`src/rtl/wave_gen_pkg.sv`:
```
// Shared encodings for the waveform generator: waveform select, ramp direction
// and the accumulator peak helper.
package wave_gen_pkg;

    typedef enum logic [1:0] {
        WAVE_TRI    = 2'd0,
        WAVE_SAW_UP = 2'd1,
        WAVE_SAW_DN = 2'd2,
        WAVE_SQUARE = 2'd3
    } wave_mode_t;

    typedef enum logic {
        DIR_UP   = 1'b0,
        DIR_DOWN = 1'b1
    } dir_t;

    localparam int SHIFT_W = 4;

    // Largest positive value of a signed acc_w-bit accumulator.
    function automatic int peak_of(input int acc_w);
        return (1 << (acc_w - 1)) - 1;
    endfunction

endpackage

```
`src/rtl/wave_gen_if.sv`:
```
// Control/sample bundle between a waveform consumer (master) and wave_gen (slave).
interface wave_gen_if #(
    parameter int OUT_W = 16
);
    logic             enable;
    logic [1:0]       mode;
    logic [3:0]       shift_by;
    logic             sync;
    logic [OUT_W-1:0] out;
    logic             cycle_start;

    modport master (
        output enable, mode, shift_by, sync,
        input  out, cycle_start
    );

    modport slave (
        input  enable, mode, shift_by, sync,
        output out, cycle_start
    );
endinterface

```
`src/rtl/wave_phase_acc.sv`:
```
// Clamped phase accumulator: saturated step, triangle up/down ramp or sawtooth
// reset-to-zero, and a wrap flag on every return to phase 0.
module wave_phase_acc
    import wave_gen_pkg::*;
#(
    parameter int ACC_W     = 26,
    parameter int BASE_STEP = 4
) (
    input  logic               clk,
    input  logic               reset,
    input  logic               enable,
    input  logic               restart,
    input  logic               tri_mode,
    input  logic [SHIFT_W-1:0] shift_by,
    output logic [ACC_W-1:0]   ctr,
    output logic               wrap
);

    localparam int               WIDE_W = ACC_W + 16;
    localparam logic [ACC_W-1:0] PEAK   = ACC_W'(peak_of(ACC_W));

    logic [WIDE_W-1:0] step_wide;
    logic [ACC_W-1:0]  step;
    logic [ACC_W:0]    sum;
    logic [ACC_W-1:0]  ctr_nxt;
    logic              wrap_nxt;
    dir_t              state, state_nxt;

    // Shift at full width so large shift_by values saturate instead of wrapping.
    always_comb begin
        step_wide = WIDE_W'(BASE_STEP) << shift_by;
        step      = (step_wide > WIDE_W'(PEAK)) ? PEAK : step_wide[ACC_W-1:0];
        sum       = {1'b0, ctr} + {1'b0, step};
    end

    always_ff @(posedge clk or posedge reset) begin
        if (reset) begin
            ctr   <= '0;
            state <= DIR_UP;
            wrap  <= 1'b0;
        end else begin
            ctr   <= ctr_nxt;
            state <= state_nxt;
            wrap  <= wrap_nxt;
        end
    end

    always_comb begin
        ctr_nxt   = ctr;
        state_nxt = state;
        wrap_nxt  = 1'b0;
        if (restart) begin
            ctr_nxt   = '0;
            state_nxt = DIR_UP;
            wrap_nxt  = 1'b1;
        end else if (enable) begin
            if (tri_mode) begin
                if (state == DIR_UP) begin
                    if (sum >= {1'b0, PEAK}) begin
                        ctr_nxt   = PEAK;
                        state_nxt = DIR_DOWN;
                    end else begin
                        ctr_nxt = sum[ACC_W-1:0];
                    end
                end else if (ctr <= step) begin
                    ctr_nxt   = '0;
                    state_nxt = DIR_UP;
                    wrap_nxt  = 1'b1;
                end else begin
                    ctr_nxt = ctr - step;
                end
            end else begin
                state_nxt = DIR_UP;
                if (sum > {1'b0, PEAK}) begin
                    ctr_nxt  = '0;
                    wrap_nxt = 1'b1;
                end else begin
                    ctr_nxt = sum[ACC_W-1:0];
                end
            end
        end
    end

endmodule

```
`src/rtl/wave_gen.sv`:
```
// Waveform generator top: mode tracking, phase accumulator and registered
// sample/cycle_start outputs, one cycle behind the accumulator.
module wave_gen
    import wave_gen_pkg::*;
#(
    parameter int ACC_W     = 26,
    parameter int OUT_W     = 16,
    parameter int BASE_STEP = 4
) (
    input  logic       clk,
    input  logic       reset,
    wave_gen_if.slave  bus
);

    localparam logic [ACC_W-1:0] HALF = ACC_W'(1) << (ACC_W - 2);

    wave_mode_t       mode_in, mode_q;
    logic             mode_chg;
    logic             restart;
    logic [ACC_W-1:0] ctr;
    logic             wrap;
    logic [OUT_W-1:0] r;
    logic [OUT_W-1:0] out_d;

    assign mode_in  = wave_mode_t'(bus.mode);
    assign mode_chg = bus.enable && (mode_in != mode_q);
    assign restart  = bus.sync || mode_chg;

    wave_phase_acc #(
        .ACC_W     (ACC_W),
        .BASE_STEP (BASE_STEP)
    ) u_acc (
        .clk      (clk),
        .reset    (reset),
        .enable   (bus.enable),
        .restart  (restart),
        .tri_mode (mode_q == WAVE_TRI),
        .shift_by (bus.shift_by),
        .ctr      (ctr),
        .wrap     (wrap)
    );

    // mode_q only moves on cycles that act on it, so a change made while
    // disabled still triggers the restart on the next enabled cycle.
    always_ff @(posedge clk or posedge reset) begin
        if (reset)
            mode_q <= WAVE_TRI;
        else if (bus.sync || bus.enable)
            mode_q <= mode_in;
    end

    assign r = ctr[ACC_W-2 -: OUT_W];

    always_comb begin
        out_d = r;
        case (mode_q)
            WAVE_TRI,
            WAVE_SAW_UP: out_d = r;
            WAVE_SAW_DN: out_d = ~r;
            WAVE_SQUARE: out_d = (ctr >= HALF) ? '1 : '0;
            default:     out_d = r;
        endcase
    end

    always_ff @(posedge clk or posedge reset) begin
        if (reset) begin
            bus.out         <= '0;
            bus.cycle_start <= 1'b0;
        end else begin
            bus.out         <= out_d;
            bus.cycle_start <= wrap;
        end
    end

endmodule

```
`src/flat_wrapper.sv`:
```
// flat-port wrapper written by rule: the top's interface ports become plain ports
module wave_gen_flat import wave_gen_pkg::*;
#(
    parameter int ACC_W     = 26,
    parameter int OUT_W     = 16,
    parameter int BASE_STEP = 4
)
  (clk, reset, bus_enable, bus_mode, bus_shift_by, bus_sync, bus_out, bus_cycle_start);
  wave_gen_if #(.OUT_W(OUT_W)) bus_i ();
  input  logic clk;
  input  logic reset;
  input wire logic [$bits(bus_i.enable)-1:0] bus_enable;
  input wire logic [$bits(bus_i.mode)-1:0] bus_mode;
  input wire logic [$bits(bus_i.shift_by)-1:0] bus_shift_by;
  input wire logic [$bits(bus_i.sync)-1:0] bus_sync;
  output wire logic [$bits(bus_i.out)-1:0] bus_out;
  output wire logic [$bits(bus_i.cycle_start)-1:0] bus_cycle_start;
  assign bus_i.enable = bus_enable;
  assign bus_i.mode = bus_mode;
  assign bus_i.shift_by = bus_shift_by;
  assign bus_i.sync = bus_sync;
  assign bus_out = bus_i.out;
  assign bus_cycle_start = bus_i.cycle_start;
  wave_gen #(.ACC_W(ACC_W), .OUT_W(OUT_W), .BASE_STEP(BASE_STEP)) u_core (.clk(clk), .reset(reset), .bus(bus_i));
endmodule
```
`config.mk`:
```
export PLATFORM = sky130hd
export DESIGN_NAME = wave_gen_flat
export DESIGN_NICKNAME = d
export VERILOG_FILES = /design/src/rtl/wave_gen_pkg.sv /design/src/rtl/wave_gen_if.sv /design/src/rtl/wave_phase_acc.sv /design/src/rtl/wave_gen.sv /design/src/flat_wrapper.sv
export SDC_FILE = /design/constraint.sdc
export NUM_CORES = 1
export LEC_CHECK = 0
export BUFFER_PORTS_ARGS = -buffer_cell sky130_fd_sc_hd__buf_4
export CAP_MARGIN = 10
export CORE_UTILIZATION = 56
export DETAILED_ROUTE_END_ITERATION = 8
export PLACE_DENSITY = 0.74
export SLEW_MARGIN = 20
export SYNTH_ARGS = -nofsm -noshare
export SYNTH_HDL_FRONTEND = slang
export SYNTH_HIERARCHICAL = 1
export SYNTH_SLANG_ARGS = --single-unit
```
`constraint.sdc`:
```
create_clock -name clk -period 3.3 [get_ports clk]
set_input_delay 0 -clock clk [delete_from_list [all_inputs] [get_ports clk]]
set_output_delay 0 -clock clk [all_outputs]
set_load 0.02 [all_outputs]
```
; ---- After elaboration in Yosys (flattened, before gate mapping)
; Index checks and enable logic that the tools add are counted.
[totals]
register_bits = 47
word_cells = 47
[classes]
n_addsub = 2
n_lt_le_gt_ge = 5
n_eq_ne = 4
shifts = 1
muxes = 22
bitwise = 1
reduce_logical = 6
[op_table]
columns = cell, n
row1 = two-way mux 26 bit, 8
row2 = case mux 16 bit (3 select lines), 1
row3 = greater-than comparator 42 x 25 -> 1 bit (second input constant), 1
row4 = left shift 3 x 4 -> 42 bit (first input constant), 1
row5 = adder 26 x 26 -> 27 bit, 1
row6 = >= comparator 27 x 25 -> 1 bit (second input constant), 1
row7 = greater-than comparator 27 x 25 -> 1 bit (second input constant), 1
row8 = >= comparator 26 x 25 -> 1 bit (second input constant), 1
row9 = less-or-equal comparator 26 bit, 1
row10 = subtractor 26 bit, 1
row11 = two-way mux 16 bit, 1
row12 = inverter 16 bit, 1
row13 = two-way mux 1 bit, 12
row14 = equality test 2 bit (second input constant), 2
row15 = equality test 2 x 1 -> 1 bit (second input constant), 1
row16 = zero test 2 bit, 1
row17 = logical OR 1 bit, 2
row18 = inequality test 2 bit, 1
row19 = nonzero test 2 bit, 1
row20 = OR reduction 2 bit, 1
row21 = logical AND 1 bit, 1

; ---- Longest topological paths before layout
; Gate-level depths: netlist of the first run.
[depth]
word_depth = 10
ltp_mapped = 17

; ---- Hierarchy
; Netlist of the first run, hierarchy kept.
[modules_own_cells]
columns = mod, instances, cells_per_inst, area_per_inst_um2
row1 = wave_phase_acc, 1, 460, 3626.0
row2 = wave_gen, 1, 71, 869.6

; ---- Worst setup path after synthesis of the first run
; OpenSTA, ideal clock, no wires.
[synth_path]
path_type = register to register
from = reg u_core.u_acc.ctr[13]
to = reg u_core.u_acc.ctr[18]
setup_ns = 0.121
arrival_time_ns = 3.428
slack_ns = -0.249
path_stages_with_launch = 14
synth_period_minus_slack_ns = 3.549
cell_sequence = dfrtp_1 -> ha_1 -> buf_2 -> or4_1 -> or4_4 -> a21oi_4 -> nor3_4 -> a21oi_2 -> mux2_2 -> o21a_1 -> a21oi_4 -> buf_6 -> o21ai_1 -> a22o_1
[synth_between]
elab_chain_len = 7
[synth_rtl]
columns = element, line
row1 = start: declaration, wave_phase_acc.sv:15  ; output logic [ACC_W-1:0] ctr,
row2 = start signal: assignment, wave_phase_acc.sv:42  ; ctr <= ctr_nxt;
row3 = adder 26 x 26 -> 27 bit, wave_phase_acc.sv:33  ; sum = {1'b0, ctr} + {1'b0, step};
row4 = >= comparator 27 x 25 -> 1 bit, wave_phase_acc.sv:59  ; if (sum >= {1'b0, PEAK}) begin
row5 = two-way mux 26 bit, wave_phase_acc.sv:59
row6 = two-way mux 26 bit, wave_phase_acc.sv:58  ; if (state == DIR_UP) begin
row7 = two-way mux 26 bit *, wave_phase_acc.sv:57  ; if (tri_mode) begin
row8 = two-way mux 26 bit *, wave_phase_acc.sv:56  ; end else if (enable) begin
row9 = two-way mux 26 bit *, wave_phase_acc.sv:52  ; if (restart) begin
; Mark *: on every way between the ends. The rest lies on a longest branch, timed or not. The select of a mux whose other input is x is not followed.
; A chain may end at the register's enable or synchronous reset.

; ---- Worst setup path in the final report of the first run
[layout_path]
from = reg u_core.u_acc.ctr[13]
to = reg u_core.u_acc.ctr[24]
; The elaborated chain is that of the path after synthesis.

==> flow_summary.json, run 1 <==
{
  "cp.arrival_ps": 3660,
  "grt.overflow.total": 0,
  "gp_congestion": 0.977,
  "cts_tree": "built",
  "crit_path_top_delay_cell": "or4_4",
  "fin_crit_ps": 3460,
  "final_layout_size_suffix_gt1_share_pct": 35.4,
  "wire_per_inst_um": 19.3,
  "min_from": "bus_sync",
  "ant_nets": 0,
  "critPathLaunchType": "flop",
  "combPwrFrac_pct": 42.8,
  "drc": 0,
  "end_kind": "flop",
  "hold_end": "u_core/mode_q[0]",
  "grt_pass1_vias": 4587,
  "multi_input_area_sq_mm": 0.00328,
  "regArea_sq_mm": 0.00115,
  "core_area_sq_mm": 0.00773,
  "grt_max_degree": 35,
  "internal-power_mw": 1.11,
  "max_cap_violations": 0,
  "clk_latency_ps": 310,
  "rsz0062_at_grt": "true",
  "postLayoutCoreUtil_pct": 77.1,
  "required_ps": 3500,
  "drt-total-wl_mm": 14.7,
  "die-area_sq_mm": 0.00838,
  "crit_chain": "ha_4, or4_4, or4_4, a21oi_4, nor3_4, a21oi_2, mux2_4, o21a_4, a21oi_4, buf_6, o21ai_1, a22o_1",
  "leakage_nw": 2.88,
  "yosysWarnings": 6,
  "avgViaCountPerCell": 6.34,
  "finalSetupTns_ps": -2020,
  "max_stage_delay_ps": 530,
  "switchingPower_mw": 0.652,
  "hold_viol": 0,
  "violations": "setup timing",
  "clockPowerShare_pct": 21.8,
  "antenna_found_initial": 0,
  "fin_nets": 700,
  "ios": 27,
  "max_freq_mhz": 289,
  "numClockSinks": 46,
  "reg2reg_from": "u_core/u_acc/ctr[13]",
  "setup_viol": 21,
  "instances_no_fill": 760,
  "rrSetupSlack_ps": -160,
  "drtPass1Iterations": 5,
  "slew_violations": 0,
  "ff2ff_path_depth": 12,
  "cts_buffer_depth": 2,
  "swShare_pct": 37.0,
  "grt_pass1_wl_mm": 23.2,
  "reg2reg_to": "u_core/u_acc/ctr[24]",
  "cts-root-buf": "clkbuf_8",
  "num_rows": 32,
  "die_w_um": 91.5,
  "tightest_slew_ps": 768,
  "synthesis.area_sq_mm": 0.00449,
  "power.density_mw_per_mm2": 296,
  "area_delta_synth_final_pct": 32.8,
  "fillers": 533,
  "cts_made_buffers": 5,
  "track_usage_pct": 35.2,
  "ir_worst_vdd_v": 0.000304,
  "worstSetupPathType": "reg -> reg",
  "start_util_pct": 58.1,
  "fin_skew_ps": 9.21,
  "vias": 4818,
  "seqPwrFrac_pct": 35.5,
  "cts_max_level": 2,
  "hold-worst-slack_ps": 61.8,
  "crit_fanout": 7,
  "holdCritPathClass": "in -> reg",
  "die_h_um": 91.5,
  "synth.avg_cell_area_sq_um": 8.47,
  "dp_hpwl_mm": 11.0,
  "dpl.cell_count": 740,
  "whs_path_depth": 3,
  "netlist_instances": 530,
  "critPathBufInv": 1,
  "insertedDiodeCount": 0,
  "first_iter_violations": 415,
  "setup_slack_ps": -157,
  "relSlewSlack_pct": 48.3,
  "status": "complete, but fails checks",
  "finalCritPeriodShare_pct": 105,
  "synth_nets": 573,
  "critPathTopFamily": "simple AND/OR/NAND/NOR gates",
  "numPortBuffers": 26,
  "clk_pin_slew_ps": 100
}
tightest hold or removal path, stage by stage:
cell	delay, ps
buf_4	80
nor2_1	40
mux2_2	210
how the worst max path moves through the flow:
stage,startpoint,endpoint,slack (ps),cells past startpoint
after floorplan,u_core/u_acc/ctr[8],u_core/u_acc/ctr[18],-220,13
after global placement,bus_shift_by[0],u_core/u_acc/ctr[24],-330,17
after detailed placement,bus_shift_by[1],u_core/u_acc/ctr[24],-410,16
after CTS,u_core/u_acc/ctr[14],u_core/u_acc/ctr[24],-130,12
after global routing,u_core/u_acc/ctr[13],u_core/u_acc/ctr[24],-240,12
final,u_core/u_acc/ctr[13],u_core/u_acc/ctr[24],-160,12
layout make-up:
type,instances,share of cell area [%]
sequential,46,19.3
clock inverter,2,0.273
inverter,37,2.33
tap,102,2.14
multi-input combinational,417,55.0
timing repair buffer,150,19.5
clock buffer,6,1.39
power groups by stage:
stage	sequential [mW]	clock, mW	combinational [mW]
floorplan	0.663	0	0.388
global placement	0.633	0	0.672
detailed placement	0.635	0	0.678
CTS	0.624	0.386	0.701
global route	0.629	0.406	0.804
finish	0.625	0.383	0.754
state kept, by name, indices dropped and copies added (netlist names):
register,flops
u_core/u_acc/wrap,1
u_core/mode_q,2
u_core/bus.out,16
u_core/u_acc/ctr,25
u_core/bus.cycle_start,1
u_core/u_acc/state,1
layout by cell type (no fill, tap or decap), types with 8 or more instances in the layout:
cell / count
buf_4: 139
dfrtp_1: 46
a21oi_1: 42
inv_1: 35
nand2_1: 35
nor2_1: 32
ha_1: 26
xnor2_1: 20
a21o_1: 19
o22a_2: 14
nand3_1: 13
nor2b_1: 13
o21ai_1: 12
o21ai_0: 12
nand2b_1: 10
xor2_1: 9
nor3_1: 9
a211oi_1: 9
nand4_1: 8
a211oi_2: 8
buf_6: 8
what timing repair did:
item                                    in CTS  in global routing
hold endpoints to repair                    48                  0
hold buffers                                 3                  0
pin swaps                                   17                 14
buffers inserted                             7                  4
cloned                                       0                  0
endpoints found under the setup margin      25                 26
gates resized for setup                     16                 34
layer usage:
metal / share of wire [%] / track usage [%]
met1: 41 / 46.7
met2: 48 / 58.6
met3: 7.0 / 4.19
met4: 3.9 / 13.2
met5: 0 / 0
through the flow:
stage | worst slack (ps) | area [sq um] | power, mW
3_5_place_dp | -406 | 5490 | 1.31
3_3_place_gp | -331 | 5490 | 1.30
5_1_grt | -244 | 5960 | 1.84
4_1_cts | -133 | 5770 | 1.71
6_report | -157 | 5960 | 1.76
2_1_floorplan | -216 | 4520 | 1.05
(Power assumes the default switching activity.)
==> run 2, diff against run 1 <==
CAP_MARGIN = unset   (was 10)
CORE_UTILIZATION = 57   (was 56)
PLACE_DENSITY = 0.75   (was 0.74)
SYNTH_HIERARCHICAL = unset   (was 1)
==> run 2 against run 1 <==
Net effect:
- the flow now finishes without violations
- sequential cell count did not move
- largest power group is now registers
- largest cell class unchanged
- setup slack improved by 200 ps
- clock skew rose by 1.0 ps
- via count rose by 0.46%
- synthesized cell count rose by 9.6%
- global-route usage fell by 1.1 points
- cell area fell by 6.5%
- core utilization fell by 5.8 points
- register-to-register slack improved by 200 ps
- total power fell by 21%
- hold slack got worse by 3.9 ps
==> flow_summary.json, run 2 <==
{
  "grt_max_degree": 47,
  "fin_crit_ps": 3260,
  "leakage_nw": 2.78,
  "numPortBuffers": 26,
  "critPathBufInv": 0,
  "cts-root-buf": "clkbuf_8",
  "wire_per_inst_um": 18.9,
  "max_stage_delay_ps": 470,
  "cts_made_buffers": 5,
  "tightest_slew_ps": 1060,
  "core_area_sq_mm": 0.00781,
  "relSlewSlack_pct": 28.9,
  "final_layout_size_suffix_gt1_share_pct": 24.3,
  "clockPowerShare_pct": 27.9,
  "max_freq_mhz": 307,
  "postLayoutCoreUtil_pct": 71.3,
  "yosysUniqueCellTypes": 81,
  "rsz0062_at_grt": "true",
  "holdCritPathClass": "in -> reg",
  "largest-register": "u_core.u_acc.ctr",
  "synth_seq_cells": 46,
  "postLayoutCellArea_sq_mm": 0.00557,
  "end_kind": "flop",
  "cts_tree": "built",
  "combPwrFrac_pct": 29.5,
  "internal-power_mw": 0.912,
  "postPlaceCellArea_sq_mm": 0.00533,
  "numClockSinks": 46,
  "largest_reg_flops": 25,
  "drtPass1Iterations": 8,
  "synth_nets": 624,
  "synth.avg_cell_area_sq_um": 7.98,
  "finalCritPeriodShare_pct": 98.7,
  "synthesis.area_sq_mm": 0.00463,
  "drt-total-wl_mm": 14.2,
  "clk_latency_ps": 310,
  "grt_pass1_wl_mm": 22.7,
  "gp_congestion": 1.02,
  "fin_nets": 695,
  "cts_buffer_depth": 2,
  "synthArstFlopShare_pct": 100,
  "swShare_pct": 34.9,
  "critPathTopFamily": "simple AND/OR/NAND/NOR gates",
  "hold-worst-slack_ps": 57.9,
  "dp_hpwl_mm": 10.9,
  "synth_top_area_share_pct": 24.8,
  "ant_nets": 0,
  "vias": 4840,
  "synthFlopType": "dfrtp_1",
  "synth_edf_count": 0,
  "cts_setup_buffers": 0,
  "netlist_instances": 581,
  "final_common_cell": "buf_4",
  "grt_pass1_vias": 4671,
  "fin_skew_ps": 10.2,
  "antenna_found_initial": 0,
  "ios": 27,
  "final_cell_mix": "buf_4, nand2_1, dfrtp_1, nor2_1, a21oi_1",
  "crit_path_top_delay_cell": "or4_1",
  "yosysMostFrequentCell": "nand2_1",
  "post-synth-top-area-cell": "dfrtp_1",
  "drc": 0,
  "hold_viol": 0,
  "die_h_um": 92.2,
  "crit_chain": "ha_1, or3b_1, a311oi_2, a31oi_1, or4_1, nand4_2, nand4b_2, nor4_4, a22o_4, o21ai_2, a32o_1",
  "synthTopCellsByArea": "dfrtp_1, ha_1, nand2_1, a21oi_1, xnor2_1",
  "insertedDiodeCount": 0,
  "area_delta_synth_final_pct": 20.2,
  "start_util_pct": 59.4,
  "cp.arrival_ps": 3470,
  "slew_violations": 0,
  "ir_worst_vdd_v": 0.000178,
  "power_mw": 1.40,
  "synth_common_cells": "nand2_1, dfrtp_1, nor2_1",
  "num_rows": 32,
  "required_ps": 3510,
  "yosysWarnings": 0,
  "dpl_worst_slack_ps": -188,
  "seqPwrFrac_pct": 42.6,
  "die-area_sq_mm": 0.00850,
  "instances_no_fill": 755,
  "setup_slack_ps": 43.9,
  "critPathLaunchType": "flop",
  "dpl.cell_count": 743,
  "finalSetupTns_ps": 0,
  "crit_fanout": 4,
  "clk_pin_slew_ps": 110,
  "first_iter_violations": 449,
  "cts_max_level": 2,
  "setup_viol": 0,
  "status": "completed",
  "top_regs": "u_core.u_acc.ctr x25, u_core.bus.out x16, u_core.mode_q x2",
  "worstSetupPathType": "reg -> reg",
  "grt.overflow.total": 0,
  "ys_seq_area_share_pct": 24.8,
  "max_cap_violations": 0,
  "avgViaCountPerCell": 6.41,
  "power.density_mw_per_mm2": 252,
  "switchingPower_mw": 0.489,
  "die_w_um": 92.2,
  "fillers": 622,
  "track_usage_pct": 34.1
}
run 2: changes by cell type in the layout (fill, tap and decap cells not counted), sizes merged, moves of 5 or more:
| cell | previous run | this run |
|---|---|---|
| mux2i | 0 | 8 |
| or2 | 0 | 6 |
| nand2 | 36 | 71 |
| o211ai | 5 | 13 |
| a22oi | 1 | 6 |
| nor2 | 36 | 46 |
| a211oi | 18 | 4 |
| o21ai | 28 | 39 |
| a21o | 19 | 7 |
| buf | 147 | 95 |
| o22a | 16 | 1 |
run 2: cell families (layout without fill, tap and decap cells):
family                   Yosys count  count (layout)  synth area share, %
buffers and inverters             69             141                 6.32
AO/OA/AOI/OAI                    175             175                 27.7
AND/OR/NAND/NOR                  216             216                 23.8
adder cells (fa/ha/maj)           33              33                 9.07
XOR/XNOR                          32              32                 6.05
multiplexers                      10              10                 2.21
flip-flops                        46              46                 24.8
run 2: final cells by class:
class,instances,area [sq um],share of cell area (%)
clock buffers,5,68.8,1.24
clock inverters,3,23.8,0.427
inverters,34,129,2.31
multi-input cells,466,3300,59.3
flip-flops and latches,46,1150,20.7
well taps,102,128,2.29
repair buffers,99,766,13.7
run 2: layer usage:
metal  vias to the layer above  global-route usage [%]  wire length, um
met2                       261                    58.6             6950
met1                      2291                    41.7             5500
met3                        65                    3.48             1040
met4                         0                    18.9              759
met5                         -                       0                0
li1                       2223                       -                -
run 2: what timing repair did:
action / in CTS / in global routing
pin swaps: 0 / 16
hold endpoints to repair: 49 / 0
gates resized for setup: 1 / 30
endpoints found under the setup margin: 2 / 24
hold buffers: 4 / 0
run 2: path summary, 6_finish.rpt:
check / from / endpoint / slack (ps) / cells after the start
min in group asynchronous: reset / u_core.u_acc.wrap / 380 / 3
setup / recovery: u_core.u_acc.ctr[8] / u_core.u_acc.ctr[1] / 40 / 11
max in group asynchronous: reset / u_core.u_acc.ctr[14] / 2430 / 3
hold reg to reg: u_core.u_acc.wrap / u_core.bus.cycle_start / 380 / 0
hold / removal: bus_sync / u_core.u_acc.wrap / 60 / 3
setup reg to reg: u_core.u_acc.ctr[8] / u_core.u_acc.ctr[1] / 40 / 11
run 2: power by group through the flow:
stage	registers [mW]	logic (mW)	clock network (mW)
2_1_floorplan	0.630	0.223	0
3_3_place_gp	0.608	0.385	0
3_5_place_dp	0.609	0.392	0
4_1_cts	0.598	0.398	0.395
5_1_grt	0.600	0.448	0.414
6_report	0.597	0.413	0.391
run 2: worst min-delay path: cells and delay by family:
family | cells | cell delay [ps]
AO/OA/AOI/OAI | 2 | 240
buffers and inverters | 1 | 100
